<file path="config.mk">
export PLATFORM = sky130hd
export DESIGN_NAME = snowball_mem_responder_flat
export DESIGN_NICKNAME = d
export VERILOG_FILES = /design/src/rtl/snowball_mem_pkg.sv /design/src/rtl/snowball_mem_responder_if.sv /design/src/rtl/snowball_mem_beatctr.sv /design/src/rtl/snowball_mem_responder.sv /design/src/flat_wrapper.sv
export SDC_FILE = /design/constraint.sdc
export NUM_CORES = 1
export LEC_CHECK = 0
export BUFFER_PORTS_ARGS = -buffer_cell sky130_fd_sc_hd__buf_2
export CAP_MARGIN = 20
export CORE_ASPECT_RATIO = 2
export CORE_UTILIZATION = 25
export CTS_CLUSTER_SIZE = 24
export DETAILED_ROUTE_END_ITERATION = 8
export SYNTH_ARGS = -nofsm -noshare
export SYNTH_HDL_FRONTEND = slang
export SYNTH_SLANG_ARGS = --single-unit
</file>
<file path="constraint.sdc">
create_clock -name MCU_CLK -period 2 [get_ports MCU_CLK]
set_clock_uncertainty 0.1 [all_clocks]
set_input_delay 0.1 -clock MCU_CLK [delete_from_list [all_inputs] [get_ports MCU_CLK]]
set_output_delay 0.1 -clock MCU_CLK [all_outputs]
set_load 0.1 [all_outputs]
</file>
<file path="src/rtl/snowball_mem_pkg.sv">
// Shared types and helpers for the snowball memory-port responder.
// SNOWBALL_MEMRSP_DMA_EN adds the DMA state to the encoding.
package snowball_mem_pkg;

  typedef enum logic [2:0] {
    ST_IDLE    = 3'd0,
    ST_WRITE   = 3'd1,
    ST_RCOUNT  = 3'd2,
    ST_RBEAT0  = 3'd3,
    ST_RBEAT1  = 3'd4,
    ST_RELEASE = 3'd5
`ifdef SNOWBALL_MEMRSP_DMA_EN
    , ST_DMA   = 3'd6
`endif
  } state_t;

  localparam int RD_LAT_MIN = 2;
  localparam int RD_LAT_MAX = 7;

  localparam logic [31:0] PAIR_MASK = 32'h0000_0004;

  // Bursts wrap inside the aligned 8-byte pair, so the partner word never carries.
  function automatic logic [31:0] pair_partner(input logic [31:0] byte_addr);
    return byte_addr ^ PAIR_MASK;
  endfunction

endpackage

</file>
<file path="src/rtl/snowball_mem_responder_if.sv">
// Cache memory port, DMA arbitration and backing-RAM signals of the responder.
// slave = responder view, master = cache/RAM/DMA environment view.
interface snowball_mem_responder_if #(
  parameter int RAM_AW = 16
);
  logic [31:0]       mem_addr;
  logic              mem_we;
  logic              mem_do_act;
  logic [31:0]       mem_dataintomem;
  logic              mem_ack;
  logic [31:0]       mem_datafrommem;
  logic              dma_mcu_access;
  logic              dma_req;
  logic              dma_gnt;
  logic [RAM_AW-1:0] ram_addr;
  logic              ram_re;
  logic              ram_we;
  logic [31:0]       ram_wdata;
  logic [31:0]       ram_rdata;

  modport slave (
    input  mem_addr, mem_we, mem_do_act, mem_dataintomem, dma_req, ram_rdata,
    output mem_ack, mem_datafrommem, dma_mcu_access, dma_gnt,
           ram_addr, ram_re, ram_we, ram_wdata
  );

  modport master (
    output mem_addr, mem_we, mem_do_act, mem_dataintomem, dma_req, ram_rdata,
    input  mem_ack, mem_datafrommem, dma_mcu_access, dma_gnt,
           ram_addr, ram_re, ram_we, ram_wdata
  );
endinterface

</file>
<file path="src/rtl/snowball_mem_beatctr.sv">
// Read beat counter: 3-bit count from the ack cycle, decoding the word0/word1
// RAM strobe positions on the next count so the strobes can be registered.
module snowball_mem_beatctr #(
  parameter int RD_LAT = 4
) (
  input  logic i_clk,
  input  logic i_rst_n,
  input  logic i_start,
  input  logic i_run,
  output logic o_last,
  output logic o_nxt_word0,
  output logic o_nxt_word1
);
  localparam logic [2:0] CNT_WORD0 = 3'(RD_LAT - 2);
  localparam logic [2:0] CNT_WORD1 = 3'(RD_LAT - 1);

  logic [2:0] r_cnt;
  logic [2:0] w_nxt;

  always_comb begin
    w_nxt = r_cnt;
    if (i_start)
      w_nxt = 3'd0;
    else if (i_run)
      w_nxt = r_cnt + 3'd1;
  end

  always_ff @(posedge i_clk or negedge i_rst_n) begin
    if (!i_rst_n)
      r_cnt <= 3'd0;
    else
      r_cnt <= w_nxt;
  end

  assign o_last      = (r_cnt == CNT_WORD1);
  assign o_nxt_word0 = (w_nxt == CNT_WORD0);
  assign o_nxt_word1 = (w_nxt == CNT_WORD1);

endmodule

</file>
<file path="src/rtl/snowball_mem_responder.sv">
// MCU memory-port responder: single-word writes, critical-word-first 2-word reads,
// ack one cycle after the strobe, word0 RD_LAT cycles after ack; SNOWBALL_MEMRSP_DMA_EN adds DMA parking.
module snowball_mem_responder
  import snowball_mem_pkg::*;
#(
  parameter int RAM_AW = 16,
  parameter int RD_LAT = 4
) (
  input  logic                   MCU_CLK,
  input  logic                   RST,
  snowball_mem_responder_if.slave bus
);

  if (RD_LAT < RD_LAT_MIN || RD_LAT > RD_LAT_MAX) begin : g_bad_rd_lat
    $error("snowball_mem_responder: RD_LAT out of range");
  end

  state_t            r_state;
  logic              r_mem_ack;
  logic [31:0]       r_mem_rdata;
  logic              r_ram_re;
  logic              r_ram_we;
  logic [RAM_AW-1:0] r_ram_addr;
  logic [31:0]       r_ram_wdata;
  logic [RAM_AW-1:0] r_req_waddr;

  logic              w_start_rd;
  logic              w_run;
  logic              w_last;
  logic              w_nxt_word0;
  logic              w_nxt_word1;
  logic [RAM_AW-1:0] w_req_waddr;
  logic [31:0]       w_pair_byte;
  logic [RAM_AW-1:0] w_pair_waddr;

  assign w_req_waddr  = bus.mem_addr[RAM_AW+1:2];
  assign w_pair_byte  = pair_partner(32'(r_req_waddr) << 2);
  assign w_pair_waddr = w_pair_byte[RAM_AW+1:2];
  assign w_start_rd   = (r_state == ST_IDLE) && bus.mem_do_act && !bus.mem_we;
  assign w_run        = (r_state == ST_RCOUNT);

  snowball_mem_beatctr #(.RD_LAT(RD_LAT)) u_beatctr (
    .i_clk       (MCU_CLK),
    .i_rst_n     (RST),
    .i_start     (w_start_rd),
    .i_run       (w_run),
    .o_last      (w_last),
    .o_nxt_word0 (w_nxt_word0),
    .o_nxt_word1 (w_nxt_word1)
  );

`ifdef SNOWBALL_MEMRSP_DMA_EN
  logic r_dma_gnt;
  logic r_dma_acc;
`endif

  // Every output is registered, so each branch sets what the next state must show.
  always_ff @(posedge MCU_CLK or negedge RST) begin
    if (!RST) begin
      r_state     <= ST_IDLE;
      r_mem_ack   <= 1'b0;
      r_mem_rdata <= 32'd0;
      r_ram_re    <= 1'b0;
      r_ram_we    <= 1'b0;
      r_ram_addr  <= '0;
      r_ram_wdata <= 32'd0;
      r_req_waddr <= '0;
`ifdef SNOWBALL_MEMRSP_DMA_EN
      r_dma_gnt   <= 1'b0;
      r_dma_acc   <= 1'b1;
`endif
    end else begin
      r_mem_ack <= 1'b0;
      r_ram_re  <= 1'b0;
      r_ram_we  <= 1'b0;
      case (r_state)
        ST_IDLE: begin
          if (bus.mem_do_act && bus.mem_we) begin
            r_state     <= ST_WRITE;
            r_mem_ack   <= 1'b1;
            r_ram_we    <= 1'b1;
            r_ram_addr  <= w_req_waddr;
            r_ram_wdata <= bus.mem_dataintomem;
          end else if (bus.mem_do_act) begin
            r_state     <= ST_RCOUNT;
            r_mem_ack   <= 1'b1;
            r_req_waddr <= w_req_waddr;
            if (w_nxt_word0) begin
              r_ram_re   <= 1'b1;
              r_ram_addr <= w_req_waddr;
            end
`ifdef SNOWBALL_MEMRSP_DMA_EN
          end else if (bus.dma_req) begin
            r_state   <= ST_DMA;
            r_dma_gnt <= 1'b1;
            r_dma_acc <= 1'b0;
`endif
          end
        end
        ST_WRITE: r_state <= ST_RELEASE;
        ST_RCOUNT: begin
          if (w_nxt_word0) begin
            r_ram_re   <= 1'b1;
            r_ram_addr <= r_req_waddr;
          end else if (w_nxt_word1) begin
            r_ram_re   <= 1'b1;
            r_ram_addr <= w_pair_waddr;
          end
          if (w_last) begin
            r_mem_rdata <= bus.ram_rdata;
            r_state     <= ST_RBEAT0;
          end
        end
        ST_RBEAT0: begin
          r_mem_rdata <= bus.ram_rdata;
          r_state     <= ST_RBEAT1;
        end
        ST_RBEAT1: r_state <= ST_RELEASE;
        // The cache keeps its strobe up after ack; only a low strobe ends the transaction.
        ST_RELEASE: begin
          if (!bus.mem_do_act)
            r_state <= ST_IDLE;
        end
`ifdef SNOWBALL_MEMRSP_DMA_EN
        ST_DMA: begin
          if (!bus.dma_req) begin
            r_state   <= ST_IDLE;
            r_dma_gnt <= 1'b0;
            r_dma_acc <= 1'b1;
          end
        end
`endif
        default: r_state <= ST_IDLE;
      endcase
    end
  end

  assign bus.mem_ack         = r_mem_ack;
  assign bus.mem_datafrommem = r_mem_rdata;
  assign bus.ram_re          = r_ram_re;
  assign bus.ram_we          = r_ram_we;
  assign bus.ram_addr        = r_ram_addr;
  assign bus.ram_wdata       = r_ram_wdata;

`ifdef SNOWBALL_MEMRSP_DMA_EN
  assign bus.dma_gnt        = r_dma_gnt;
  assign bus.dma_mcu_access = r_dma_acc;
  logic w_unused_ok;
  assign w_unused_ok = &{1'b0, bus.mem_addr[31:RAM_AW+2], bus.mem_addr[1:0],
                         w_pair_byte[31:RAM_AW+2], w_pair_byte[1:0]};
`else
  assign bus.dma_gnt        = 1'b0;
  assign bus.dma_mcu_access = 1'b1;
  logic w_unused_ok;
  assign w_unused_ok = &{1'b0, bus.dma_req, bus.mem_addr[31:RAM_AW+2], bus.mem_addr[1:0],
                         w_pair_byte[31:RAM_AW+2], w_pair_byte[1:0]};
`endif

endmodule

</file>
<file path="src/flat_wrapper.sv">
// flat-port wrapper written by rule: the top's interface ports become plain ports
module snowball_mem_responder_flat import snowball_mem_pkg::*;
#(
  parameter int RAM_AW = 16,
  parameter int RD_LAT = 4
)
  (MCU_CLK, RST, bus_mem_addr, bus_mem_we, bus_mem_do_act, bus_mem_dataintomem, bus_dma_req, bus_ram_rdata, bus_mem_ack, bus_mem_datafrommem, bus_dma_mcu_access, bus_dma_gnt, bus_ram_addr, bus_ram_re, bus_ram_we, bus_ram_wdata);
  snowball_mem_responder_if #(.RAM_AW(RAM_AW)) bus_i ();
  input  logic MCU_CLK;
  input  logic RST;
  input wire logic [$bits(bus_i.mem_addr)-1:0] bus_mem_addr;
  input wire logic [$bits(bus_i.mem_we)-1:0] bus_mem_we;
  input wire logic [$bits(bus_i.mem_do_act)-1:0] bus_mem_do_act;
  input wire logic [$bits(bus_i.mem_dataintomem)-1:0] bus_mem_dataintomem;
  input wire logic [$bits(bus_i.dma_req)-1:0] bus_dma_req;
  input wire logic [$bits(bus_i.ram_rdata)-1:0] bus_ram_rdata;
  output wire logic [$bits(bus_i.mem_ack)-1:0] bus_mem_ack;
  output wire logic [$bits(bus_i.mem_datafrommem)-1:0] bus_mem_datafrommem;
  output wire logic [$bits(bus_i.dma_mcu_access)-1:0] bus_dma_mcu_access;
  output wire logic [$bits(bus_i.dma_gnt)-1:0] bus_dma_gnt;
  output wire logic [$bits(bus_i.ram_addr)-1:0] bus_ram_addr;
  output wire logic [$bits(bus_i.ram_re)-1:0] bus_ram_re;
  output wire logic [$bits(bus_i.ram_we)-1:0] bus_ram_we;
  output wire logic [$bits(bus_i.ram_wdata)-1:0] bus_ram_wdata;
  assign bus_i.mem_addr = bus_mem_addr;
  assign bus_i.mem_we = bus_mem_we;
  assign bus_i.mem_do_act = bus_mem_do_act;
  assign bus_i.mem_dataintomem = bus_mem_dataintomem;
  assign bus_i.dma_req = bus_dma_req;
  assign bus_i.ram_rdata = bus_ram_rdata;
  assign bus_mem_ack = bus_i.mem_ack;
  assign bus_mem_datafrommem = bus_i.mem_datafrommem;
  assign bus_dma_mcu_access = bus_i.dma_mcu_access;
  assign bus_dma_gnt = bus_i.dma_gnt;
  assign bus_ram_addr = bus_i.ram_addr;
  assign bus_ram_re = bus_i.ram_re;
  assign bus_ram_we = bus_i.ram_we;
  assign bus_ram_wdata = bus_i.ram_wdata;
  snowball_mem_responder #(.RAM_AW(RAM_AW), .RD_LAT(RD_LAT)) u_core (.MCU_CLK(MCU_CLK), .RST(RST), .bus(bus_i));
endmodule
</file>
==> flow_summary_export.csv <==
group,metric,value,unit
final_layout,layout-drive-gt1-share,0.546,
synthesis,yosys_warnings,0,
die,pin_count,186,
hold_path,hp-class,"primary input to asynchronous set/reset pin",
clocking,path_clk_slew,0.07,ns
grt,number_of_antenna_violations_at_the_first_check_in_global_routing,0,
grt,first_global_vias,3767,
synthesis,synthArstFlopShare,1.00,
grt,grt_start_max_net_pins,41,
sta,min_period_over_period,1.11,
final_layout,antenna-diode-count,0,
final_layout,sequential_cell_area,0.00263,mm2
worst_setup_path,worst-path-max-fanout,8,
die,fp.dieArea,0.0176,mm2
worst_setup_path,r2r_setup_slack,-0.21,ns
clocking,insertion_delay,0.35,ns
clocking,numClockSinks,105,
sta,worst-slew-pin-transition,0.553,ns
routing,drt_pass1_iterations,5,
routing,drt_first_iter_violations,86,
sta,hold_viol_final,0,
worst_setup_path,critical_path_class,"flop to flop",
die,core_region_area,0.0167,mm2
routing,antenna_left,0,
synthesis,synth.avg_cell_area,14.6,um2
die,die_h,187,um
placement,port_buffers,166,
synthesis,yosys-top-cells-count,"105 x sky130_fd_sc_hd__dfrtp_1, 80 x sky130_fd_sc_hd__mux2_2, 26 x sky130_fd_sc_hd__o21ai_0",
sta,max_clock_freq,452,MHz
grt,grt_pass1_wl,18100,um
synthesis,netlist_top_cells_area,"sky130_fd_sc_hd__dfrtp_1 62%, sky130_fd_sc_hd__mux2_2 21%, sky130_fd_sc_hd__mux2i_1 3.8%",
worst_setup_path,reg2reg_start,"u_core.u_beatctr.r_cnt[1]$_DFF_PN0_",
outcome,status,"finished with violations",
synthesis,yosysMostFrequentCell,"sky130_fd_sc_hd__dfrtp_1",
synthesis,synth.distinct_cells,35,
synthesis,synth-seq-area-share,0.617,
worst_setup_path,slowest_stage_cell_cp,"sky130_fd_sc_hd__or4bb_1",
run,drv_cap,0,
final_layout,area_added_between_synthesis_and_finish,57.8,%
worst_setup_path,critPathCaptureType,"flop",
synthesis,synth-edff-count,0,
routing,routed_wl,11700,um
routing,post_detailed_route_drc_marker_count,0,
sta,finalWorstPathRequiredPeriod,2.21,ns
routing,avgRoutedWirePerCell,15.1,um
synthesis,synth-seq-cells,105,
routing,vias_per_cell,4.38,
synthesis,synthesis.instances,291,
final_layout,n_fill_cell,1564,
sta,hold_ws,0.0805,ns
sta,report.final.setup_viol,16,
die,chipWidth,94.3,um
worst_setup_path,critPathMaxStageDelay,0.44,ns
clocking,clock_path_buffers,2,
sta,grt_setup_unrepaired,"yes",
synthesis,postSynth.topFlopCell,"sky130_fd_sc_hd__dfrtp_1",
die,placement_rows,67,
worst_setup_path,worstPathRequired,2.18,ns
worst_setup_path,timing.critical_path.cells,"ha_1, or4bb_1, o311a_4, buf_6, inv_6, a32oi_4, or2_4, o21ai_2",
worst_setup_path,worstSetupStartpointType,"flop",
clocking,cts-htree-levels,3,
clocking,tritoncts.num_buffers,9,
final_layout,multiInputGateArea,0.00159,mm2
die,initial_cell_density_of_the_core,0.255,
synthesis,mappedNetlistArea,0.00426,mm2
synthesis,yosys.area.top_type,"sky130_fd_sc_hd__dfrtp_1",
placement,detailed_place_hpwl,7840,um
worst_setup_path,crit-reg2reg-capture,"u_core.bus.ram_addr[10]$_DFFE_PN0P_",
grt,grt.overflow.total,0,
worst_setup_path,critical_path_arrival,2.39,ns
final_layout,num-nets-final,662,
placement,gp_congestion,0.777,
sta,max_slew_margin,0.629,
clocking,tritoncts,"yes",
outcome,failed_checks,"negative setup slack",
sta,report.final.slew_viol_count,0,
worst_setup_path,worst-r2r-cell-count,8,
sta,final.setup.worst_slack,-0.213,ns
synthesis,yosysTopAreaCellShare,0.617,
grt,gr-usage-all-layers,0.137,
routing,vias,3379,
synthesis,synth.net_count,394,
clocking,root_buffer,"sky130_fd_sc_hd__clkbuf_16",
registers in the layout, summed over array words and instances (netlist names):
| signal | count |
|---|---|
| u_core.bus.ram_wdata | 32 |
| u_core.bus.mem_datafrommem | 32 |
| u_core.r_state | 3 |
| u_core.r_req_waddr | 16 |
| u_core.bus.mem_ack | 1 |
| u_core.bus.ram_addr | 16 |
| u_core.bus.ram_we | 1 |
| u_core.bus.ram_re | 1 |
| u_core.u_beatctr.r_cnt | 3 |
placed cells by master (no fill, tap or decap), drive strengths merged, types with 2 or more instances in the layout:
cell type	netlist	routed
buf	10	187
dfrtp	105	105
dlygate4sd3	0	82
mux2	81	81
o21ai	37	37
mux2i	16	16
clkbuf	5	12
inv	9	11
nor2	4	4
nand2	2	2
or2	1	2
o211ai	2	2
ha	2	2
conb	2	2
clkinvlp	0	2
nor2b	2	2
a32oi	1	2
cell families (layout without fill, tap and decap cells):
family | Yosys count | after routing | synth area share
DFF | 105 | 105 | 0.617
and+or+nand+nor | 15 | 16 | 0.0203
xor gates and xnor gates | 1 | 1 | 0.00206
other | 2 | 2 | 0.00176
muxes | 97 | 97 | 0.252
adders and majority gates | 2 | 2 | 0.00587
buffers and inverters | 24 | 295 | 0.0294
AOI/OAI and AO/OA | 45 | 46 | 0.0716
worst max path at each step:
stage | start | endpoint | slack [ns] | depth (start not counted)
after floorplan | u_core.r_state[2]$_DFFE_PN0P_ | u_core.bus.ram_addr[10]$_DFFE_PN0P_ | -0.09 | 7
after global placement | u_core.u_beatctr.r_cnt[1]$_DFF_PN0_ | u_core.bus.ram_addr[0]$_DFFE_PN0P_ | -0.33 | 7
after detailed placement | u_core.u_beatctr.r_cnt[1]$_DFF_PN0_ | u_core.bus.ram_addr[0]$_DFFE_PN0P_ | -0.37 | 7
after CTS | u_core.u_beatctr.r_cnt[1]$_DFF_PN0_ | u_core.bus.ram_addr[8]$_DFFE_PN0P_ | -0.18 | 8
after global routing | u_core.u_beatctr.r_cnt[1]$_DFF_PN0_ | u_core.bus.ram_addr[8]$_DFFE_PN0P_ | -0.25 | 8
final | u_core.u_beatctr.r_cnt[1]$_DFF_PN0_ | u_core.bus.ram_addr[10]$_DFFE_PN0P_ | -0.21 | 8
per-layer routing:
layer | part of all wire | vias up | routed length, um | global-route usage
li1 | - | 1555 | - | -
met1 | 0.35 | 1685 | 4100 | 0.129
met2 | 0.57 | 109 | 6640 | 0.256
met3 | 0.036 | 30 | 417 | 0.0269
met4 | 0.044 | 0 | 510 | 0.0882
met5 | 0 | - | 0 | 0
final cells by class:
cell class                 count  share of cell area
clock buffer                  11              0.0361
clock inverter                 5             0.00930
inverter                       9             0.00577
multi-input combinational    164               0.236
sequential                   105               0.391
tap                          207              0.0385
timing repair buffer         270               0.284
repair_timing:
| item | CTS | global route |
|---|---|---|
| hold endpoints to repair | 201 | 0 |
| endpoints found under the setup margin | 16 | 64 |
| gates cloned | 1 | 2 |
| pin swaps | 19 | 3 |
| resized for setup | 23 | 9 |
| buffers inserted | 0 | 2 |
| hold buffers | 82 | 0 |
through the flow:
stage | cells | setup slack, ns | TNS [ns] | util | instance area, um2
2_1_floorplan | 291 | -0.0913 | -0.914 | - | 4270
3_3_place_gp | 668 | -0.331 | -1.93 | 0.328 | 5470
3_5_place_dp | 668 | -0.372 | -3.22 | 0.328 | 5470
4_1_cts | 767 | -0.179 | -2.42 | 0.397 | 6630
5_1_grt | 771 | -0.249 | -3.66 | 0.403 | 6730
6_report | 771 | -0.213 | -3.02 | 0.403 | 6730
worst max-delay path: cells and delay by family, from the launching register on:
family	cells	cell delay, ns
adder cells (fa/ha/maj)	1	0.28
buffers and inverters	2	0.18
AND/OR/NAND/NOR	2	0.78
flip-flops	1	0.40
AO/OA/AOI/OAI	3	0.38
Power is not shown: default switching activity piles up to over one toggle a cycle in this logic, so the estimate is an artifact.
